===== src/rtl/seq_detector_param.sv =====
// Runtime-programmable serial pattern detector (Moore) with saturating hit counter.
// Latency: detected pulses the cycle after the posedge that accepted the final pattern bit.
// Backpressure: none; every bit offered with valid=1 is consumed, except during rst or cfg_load.
module seq_detector_param #(
    parameter int             N           = 5,
    parameter int             CW          = 8,
    parameter logic [N-1:0]   DEF_PATTERN = 5'b10011,
    parameter int             DEF_LEN     = 5,
    parameter logic           DEF_OVERLAP = 1'b1,
    localparam int            LW          = $clog2(N + 1)
) (
    input  logic          clk,
    input  logic          rst,
    input  logic          data,
    input  logic          valid,
    input  logic          cfg_load,
    input  logic [N-1:0]  cfg_pattern,
    input  logic [LW-1:0] cfg_len,
    input  logic          cfg_overlap,
    output logic          detected,
    output logic [CW-1:0] match_count
);

    localparam logic [LW-1:0] NMAX = LW'(N);

    // Active configuration, held together so a reload replaces it atomically.
    typedef struct packed {
        logic [N-1:0]  pat;
        logic [LW-1:0] len;
        logic          ovl;
    } cfg_t;

    cfg_t          cfg_q;
    logic [N-1:0]  hist_q;
    logic [N-1:0]  hist_nxt;
    logic [N-1:0]  len_mask;
    logic [LW-1:0] fill_q;
    logic [LW-1:0] fill_nxt;
    logic [LW-1:0] len_clamped;
    logic          match;

    // Mask selecting the low len bits of history/pattern that take part in the compare.
    always_comb begin
        len_mask = '0;
        for (int i = 0; i < N; i++) begin
            len_mask[i] = (LW'(i) < cfg_q.len);
        end
    end

    // Candidate next state for an accepted bit and the match decision it implies.
    // fill guards against matching on stale zeros left in hist after a restart.
    always_comb begin
        hist_nxt    = {hist_q[N-2:0], data};
        fill_nxt    = (fill_q >= NMAX) ? NMAX : fill_q + 1'b1;
        match       = (cfg_q.len != '0) && (fill_nxt >= cfg_q.len) &&
                      (((hist_nxt ^ cfg_q.pat) & len_mask) == '0);
        len_clamped = (cfg_len > NMAX) ? NMAX : cfg_len;
    end

    // Configuration, history, fill level, registered pulse and saturating hit counter.
    always_ff @(posedge clk) begin
        if (rst) begin
            cfg_q.pat   <= DEF_PATTERN;
            cfg_q.len   <= LW'(DEF_LEN);
            cfg_q.ovl   <= DEF_OVERLAP;
            hist_q      <= '0;
            fill_q      <= '0;
            detected    <= 1'b0;
            match_count <= '0;
        end else if (cfg_load) begin
            cfg_q.pat   <= cfg_pattern;
            cfg_q.len   <= len_clamped;
            cfg_q.ovl   <= cfg_overlap;
            hist_q      <= '0;
            fill_q      <= '0;
            detected    <= 1'b0;
            match_count <= '0;
        end else if (valid) begin
            hist_q   <= hist_nxt;
            detected <= match;
            // Non-overlapping mode: a hit consumes its bits, so the next one needs len fresh bits.
            fill_q   <= (match && !cfg_q.ovl) ? '0 : fill_nxt;
            if (match && !(&match_count)) begin
                match_count <= match_count + 1'b1;
            end
        end else begin
            detected <= 1'b0;
        end
    end

endmodule


===== config.mk =====
export PLATFORM = sky130hd
export DESIGN_NAME = seq_detector_param
export DESIGN_NICKNAME = d
export VERILOG_FILES = /design/src/rtl/seq_detector_param.sv
export SDC_FILE = /design/constraint.sdc
export NUM_CORES = 1
export LEC_CHECK = 0
export ABC_AREA = 1
export CELL_PAD_IN_SITES_DETAIL_PLACEMENT = 1
export CELL_PAD_IN_SITES_GLOBAL_PLACEMENT = 1
export CORE_MARGIN = 4
export CORE_UTILIZATION = 37
export DETAILED_ROUTE_END_ITERATION = 7
export PLACE_DENSITY_LB_ADDON = 0.1
export SLEW_MARGIN = 25
export SYNTH_ARGS = -nofsm -noshare
export SYNTH_HDL_FRONTEND = slang
export SYNTH_SLANG_ARGS = --single-unit

===== constraint.sdc =====
create_clock -name clk -period 2.4 [get_ports clk]
set_input_delay 0.48 -clock clk [delete_from_list [all_inputs] [get_ports clk]]
set_output_delay 0.48 -clock clk [all_outputs]
set_load 0.01 [all_outputs]

# == Yosys cells after proc, flatten, opt, wreduce, memory -nomap -nowiden ==
# Index checks and enable logic that the tools add are counted.
# totals
out_inout_bits,9
inputBits,14
ff_bits,25
wordCells,35
# op_classes
add_sub_neg,2
n_lt_le_gt_ge,8
n_reduce_logical,12
bitwise,3
n_mux,3
# ops
cell,count
2-to-1 mux 3 bit,3
adder 8 x 1 -> 8 bit (second input constant),1
AND reduction 8 bit,1
less-than comparator 1 x 3 -> 1 bit (first input constant),2
less-than comparator 2 x 3 -> 1 bit (first input constant),2
bitwise AND 5 bit,1
zero test 5 bit,1
bitwise XOR 5 bit,1
logical AND 1 bit,4
adder 3 x 1 -> 3 bit (second input constant),1
>= comparator 3 bit,1
>= comparator 3 bit (second input constant),1
> comparator 3 bit (second input constant),1
less-than comparator 3 bit (first input constant),1
nonzero test 3 bit,1
OR reduction 3 bit,1
zero test 1 bit,2
AND reduction 2 bit,1
OR reduction 2 bit,1
NOT 1 bit,1

# == Logic depth before layout (Yosys ltp) ==
# Gate-level depths: netlist (run 1).
# logic_depth
word_depth,7
mapped_depth,14
mapped_depth_nobuf,14

# == Worst setup path after synthesis (run 1) ==
# OpenSTA, ideal clock, no wires.
# synth_path
kind,flip-flop to flip-flop
startpoint,reg fill_q[1]
endpoint,reg fill_q[2]
period_less_slack_ps,1976
arrival_time_ps,1844
path_buffers,0
slack_ps,424
setup_ps,132
required_time_ps,2268
path_stages_with_launch,15
path_cell_list,dfxtp_1 > inv_1 > ha_1 > nor2_1 > nand3_1 > o21ai_0 > inv_1 > ha_1 > nand3b_1 > nand3_1 > inv_1 > nor2_8 > nand3_2 > nand2_1 > a21oi_1
# synth_between
elab_chain_cells,7
word_cells_on_any_way,8
classes_between,add/sub: 1; order compare: 2; mux: 2; reduce/logical: 3
# synth_rtl
element,line_no,source
"start, declared",37,logic [LW-1:0] fill_q;
"start signal, assigned",82,fill_q <= (match && !cfg_q.ovl) ? '0 : fill_nxt;
adder 3 x 1 -> 3 bit / >= comparator 3 bit (equally long branches),54,fill_nxt = (fill_q >= NMAX) ? NMAX : fill_q + 1'b1;
2-to-1 mux 3 bit (*),54,
>= comparator 3 bit,55,match = (cfg_q.len != '0) && (fill_nxt >= cfg_q.len) &&
logical AND 1 bit (2 in series),55,
logical AND 1 bit,82,
2-to-1 mux 3 bit (*),82,
# Mark *: on every way between the ends. The rest lies on a longest branch, timed or not.
# A chain may end at the register's enable or synchronous reset.

# == Final worst setup path (run 1) ==
# layout_path
startpoint,reg fill_q[1]
endpoint,reg fill_q[1]
# Same word-level chain as after synthesis.

==> results.toml, run 1 <==
[timing]
hold_viol = 0
fin_crit_sh_pct = 89.3
fin_tns_setup_ns = 0
skew_ns = 0.00326
fmax_mhz = 467
rsz0062_at_grt = "no"
setup_ws_ns = 0.258
finalCriticalPeriod_ns = 2.14
maxSlewHeadroom_pct = 71.2
slew_violations = 0
setup_viol = 0
tightestPinTransition_ns = 0.432

[cells_and_area]
area_growth_pct = 24.0
final.fill_count = 466
drive_gt1_share_pct = 9.95
antenna_cells = 0
nets = 242

[clock_network]
ctsHtreeMaxLevel = 1
numCtsBuffers = 3
root_buffer = "clkbuf_8"
clk_latency_ns = 0.26
clk_pin_slew_worst_paths_ns = 0.09
postCtsHoldBufs = 0
cts.sinks = 25
cts_tree = "built"
cts.path.max_buffers = 2

[die]
die_h_um = 69.5
ios = 23
start_util_pct = 38.3
die_width_um = 69.5
row_count = 22
dieArea_um2 = 4840
core-area_um2 = 3660

[power]
swShare_pct = 27.8
p_leak_nw = 0.740
pwr-share-clk_pct = 29.4
power_frac_comb_pct = 18.2
p_int_w = 0.000606
report.power.total_w = 0.000840
seq_power_share_pct = 52.4
p_sw_w = 0.000234
p_per_area_nw_per_um2 = 483
irDropWorstVdd_mv = 0.411

[status]
status = "complete, no violations"

[synthesis]
synth_top_family_by_area = "simple AND/OR/NAND/NOR gates"
synth_compound_area_share_pct = 15.4
synthesis.instances = 195
syn_area_um2 = 1400
synth_sequential_area_ratio_pct = 35.7
async_flop_share_pct = 0
muxShareOfSynthArea_pct = 0
ys_ff_latch = 25
synth_nets = 215
synth_edf_count = 0
avgSynthCellArea_um2 = 7.19
synth_cell_types = 27
synth-simple-area-share_pct = 31.2
synthXorXnorAreaFrac_pct = 3.12
synth_top_flop_cell = "dfxtp_1"
synthAdderAreaFrac_pct = 5.36
yosysWarnings = 0

[drt]
drc_errors = 0
wl_per_cell_um = 13.4
viasPerCell = 5.03
ant_nets = 0
firstDrtPassIters = 4
vias = 1353
drt_iter0_drc = 80
wl_um = 3620

[critical_path]
rr_endpoint = "fill_q[1]"
reg2reg_slack_ns = 0.26
cp_data_required_time_ns = 2.59
critPathCaptureType = "register"
r2r_cells = 14
r2r_start = "fill_q[1]"
worstPathMaxFanout = 5
cp.arrival_ns = 2.33
startpoint_type = "register"
criticalPathCategory = "register to register"
critPathLaunch = "fill_q[1]"

[grt]
antenna_found_initial = 0
overflow = 0
grt_pass1_vias = 1350
grtUsageTotal_pct = 15.3
grt_pass1_wl_um = 6170
grt_max_degree = 14

[min_path]
holdCritStartpoint = "cfg_q[4]"
min_to = "cfg_q[4]"
holdPathStages = 2
hold_class = "register to register"

[placement]
place.gp.congestion = 0.817
io_buffers = 22
dp_hpwl_um = 2830
dp_slack_ns = 0.138

[flow_run]
drv_cap = 0
flip-flops by register name, indices dropped and copies added, names as in the netlist:
| name | flops |
|---|---|
| hist_q | 4 |
| detected | 1 |
| match_count | 8 |
| fill_q | 3 |
| cfg_q | 9 |
placed cells by master, fill, tap and decap left out, drive strengths merged, types with 2 or more instances in the layout:
cell	instances
inv	28
dfxtp	25
a21oi	23
nand3	11
clkdlybuf4s50	22
o21ai	15
clkbuf	4
ha	6
buf	3
nor3	2
nand2	45
nand4	9
nor2	20
xor2	4
cell families after synthesis:
logic type,count (synthesis)
AOI/OAI and AO/OA,40
xor gates and xnor gates,5
adders and majority gates,6
buffers and inverters,32
DFF,25
and+or+nand+nor,87
critical path, stage by stage, from the launching register on:
cell and delay, ns:
dfxtp_2 0.38, inv_1 0.06, ha_1 0.20, nor2_1 0.09, nand3_1 0.06, o21ai_0 0.10
inv_1 0.07, ha_1 0.31, a21oi_1 0.17, nand3_1 0.16, inv_2 0.17, nor2_8 0.06
nand3_2 0.07, nand2_1 0.06, a21oi_1 0.11
cell type report:
cell class                      count  area (um^2)  area share (%)
Tap cell                           48         60.1            3.46
Clock buffer                        4         45.0            2.59
Sequential cell                    25          502            28.9
Timing Repair Buffer               25          243            14.0
Inverter                           28          105            6.05
Multi-Input combinational cell    139          783            45.1
routing by layer:
metal | wire (um) | GRT usage, % | part of all wire (%)
met1 | 1760 | 20.0 | 49
met2 | 1690 | 26.1 | 47
met3 | 147 | 3.19 | 4.1
met4 | 21 | 2.82 | 0.58
met5 | 0 | 0 | 0
through the flow:
step,hold slack [ns],std cells,util [%],instance area (um^2)
floorplan,0.447,195,-,1400
global placement,0.457,264,45.9,1680
detailed placement,0.478,264,45.9,1680
CTS,0.492,268,47.1,1730
global route,0.515,269,47.5,1740
finish,0.489,269,47.5,1740
power by group through the flow:
stage | Combinational [W] | Clock, W | Sequential, W
2_1_floorplan | 0.000103 | 0 | 0.000446
3_3_place_gp | 0.000142 | 0 | 0.000449
3_5_place_dp | 0.000147 | 0 | 0.000450
4_1_cts | 0.000148 | 0.000263 | 0.000440
5_1_grt | 0.000171 | 0.000279 | 0.000442
6_report | 0.000153 | 0.000247 | 0.000440
cell usage after synthesis (all sizes together), types with 2 or more instances:
master,instances,area (um^2)
a21oi,23,126
buf,2,16.3
clkbuf,2,7.51
dfxtp,25,500
ha,6,75.1
inv,28,105
nand2,45,174
nand3,11,72.6
nand4,9,71.3
nor2,19,103
nor3,2,10.0
o21ai,15,75.1
xor2,4,35.0
worst max-delay path by stage:
stage / endpoint / slack (ns) / cells past startpoint
CTS: match_count[3] / 0.12 / 13
global route: fill_q[2] / 0.03 / 14
finish: fill_q[1] / 0.26 / 14
global placement: fill_q[1] / 0.31 / 14
detailed placement: match_count[3] / 0.14 / 13
floorplan: fill_q[2] / 0.42 / 14
timing repair:
action / in CTS / in global routing
setup endpoints to repair: 0 / 12
hold endpoints to repair: 0 / 0
buffers inserted: 0 / 0
gates resized for setup: 0 / 3
(Power assumes the default switching activity.)
==> run 2: changes to the inputs <==
--- a/config.mk
+++ b/config.mk
@@ -9,7 +9,8 @@
 export CELL_PAD_IN_SITES_DETAIL_PLACEMENT = 1
 export CELL_PAD_IN_SITES_GLOBAL_PLACEMENT = 1
 export CORE_MARGIN = 4
-export CORE_UTILIZATION = 37
+export CORE_UTILIZATION = 39
+export CTS_BUF_LIST = sky130_fd_sc_hd__clkbuf_2
 export DETAILED_ROUTE_END_ITERATION = 7
 export PLACE_DENSITY_LB_ADDON = 0.1
 export SLEW_MARGIN = 25
==> run 2 against run 1 <==
Net effect:
- worst setup slack lost 0.046 ns
- clock skew shrank 0.00090 ns
- hold slack better by 0.016 ns
- die area shrank 4.5%
- non-clock buffer count is the same
- wire length rose by 3.1%
- clock-buffer cell count fell by 1
- clock power down 30%
- cell area fell by 2.1%
- critical path depth stayed put
- largest power group unchanged
- highest routed layer unchanged
==> results.toml, run 2 (synthesized netlist as in run 1, its figures left out) <==
[die]
core-area_um2 = 3420
dieArea_um2 = 4620
die_h_um = 67.9
ios = 23
start_util_pct = 41.0
die_width_um = 67.9
row_count = 21

[drt]
wl_um = 3730
vias = 1361
firstDrtPassIters = 4
viasPerCell = 5.12
drc_errors = 0
ant_nets = 0
wl_per_cell_um = 14.0
drt_iter0_drc = 62

[clock_network]
cts.path.max_buffers = 2
cts_tree = "built"
cts.sinks = 25
clk_pin_slew_worst_paths_ns = 0.25
ctsHtreeMaxLevel = 1
numCtsBuffers = 3
clk_latency_ns = 0.35
post_cts_buffers = 0
root_buffer = "clkbuf_2"
postCtsHoldBufs = 0

[power]
p_leak_nw = 0.733
p_int_w = 0.000525
irDropWorstVdd_mv = 0.205
power_frac_comb_pct = 19.6
p_per_area_nw_per_um2 = 448
p_sw_w = 0.000237
report.power.total_w = 0.000762
swShare_pct = 31.1
seq_power_share_pct = 57.8
pwr-share-clk_pct = 22.6

[timing]
rsz0062_at_grt = "no"
finalCriticalPeriod_ns = 2.19
maxSlewHeadroom_pct = 71.1
fmax_mhz = 457
fin_crit_sh_pct = 91.2
slew_violations = 0
hold_viol = 0
tightestPinTransition_ns = 0.433
skew_ns = 0.00236
fin_tns_setup_ns = 0
setup_viol = 0

[critical_path]
criticalPathCategory = "register to register"
critPathCaptureType = "register"
rr_endpoint = "fill_q[1]"
cp_data_required_time_ns = 2.70
startpoint_type = "register"
reg2reg_slack_ns = 0.21
r2r_start = "fill_q[1]"
worstPathMaxFanout = 10
r2r_cells = 14
cp.arrival_ns = 2.49

[cells_and_area]
final.fill_count = 446
area_growth_pct = 21.4
top_regs = "cfg_q x9, match_count x8, hist_q x4"
antenna_cells = 0
regMostFlops = "cfg_q"
nets = 241
drive_gt1_share_pct = 9.55
layout_commonest_cell = "nand2_1"
final_cell_mix = "nand2_1, inv_1, dfxtp_1"
largest_reg_flops = 9

[min_path]
holdCritStartpoint = "cfg_q[6]"
hold_class = "register to register"
min_to = "cfg_q[6]"
holdPathStages = 2

[grt]
grt_pass1_wl_um = 6330
antenna_found_initial = 0
overflow = 0
grt_pass1_vias = 1391
grtUsageTotal_pct = 18.1
grt_max_degree = 15

[placement]
place.gp.congestion = 0.818
io_buffers = 22
dp_hpwl_um = 3000

[flow_run]
drv_cap = 0

[status]
status = "complete, no violations"
==> run 2: repair_timing <==
action	in CTS	in global routing
gates resized for setup	0	2
endpoints found under the hold margin	0	0
endpoints found under the setup margin	0	12
==> run 2: how the worst max path moves through the flow <==
stage,startpoint,to,slack [ns],depth (start not counted)
5_1_grt,fill_q[1],fill_q[0],0.003,14
3_5_place_dp,fill_q[1],fill_q[1],0.15,14
3_3_place_gp,fill_q[1],fill_q[2],0.32,14
6_report,fill_q[1],fill_q[1],0.21,14
4_1_cts,fill_q[1],fill_q[1],0.12,14
2_1_floorplan,fill_q[1],fill_q[2],0.42,14
==> run 2: layout make-up <==
| cell class | count | area [um^2] | area share, % |
|---|---|---|---|
| tap | 46 | 57.6 | 3.38 |
| timing repair buffer | 25 | 243 | 14.3 |
| sequential | 25 | 504 | 29.6 |
| multi-input combinational | 138 | 772 | 45.4 |
| clock inverter | 1 | 5.00 | 0.294 |
| clock buffer | 3 | 15.0 | 0.882 |
| inverter | 28 | 105 | 6.18 |
==> run 2: critical path, cell delays in order, from the launching register on <==
cell	delay, ns
dfxtp_4	0.43
inv_1	0.05
ha_1	0.18
nor2_1	0.08
nand3_1	0.06
o21ai_0	0.11
inv_1	0.07
ha_1	0.31
a21oi_1	0.16
nand3_1	0.15
inv_1	0.18
nor2_8	0.07
nand3_2	0.08
nand2_1	0.06
a21oi_1	0.14
==> run 2: per-layer routing <==
layer | GRT usage (%) | vias to the layer above | share of wire, %
met5 | 0 | - | 0
met4 | 6.70 | 0 | 1.8
met3 | 2.96 | 8 | 2.6
met2 | 31.4 | 19 | 48
met1 | 22.3 | 649 | 47
li1 | - | 685 | -
==> run 2: power by group through the flow <==
stage               clock network (W)  registers [W]  logic (W)
floorplan                           0       0.000446   0.000103
global placement                    0       0.000448   0.000143
detailed placement                  0       0.000449   0.000150
CTS                          0.000174       0.000442   0.000151
global route                 0.000200       0.000443   0.000168
finish                       0.000172       0.000441   0.000149
==> run 2: through the flow <==
step | cells | instance area, um^2 | worst slack [ns] | hold slack, ns | util (%)
finish | 266 | 1700 | 0.212 | 0.505 | 49.8
global route | 266 | 1700 | 0.00252 | 0.523 | 49.8
CTS | 266 | 1700 | 0.119 | 0.503 | 49.7
detailed placement | 262 | 1680 | 0.152 | 0.476 | 49.1
global placement | 262 | 1680 | 0.315 | 0.457 | 49.1
floorplan | 195 | 1400 | 0.424 | 0.447 | -
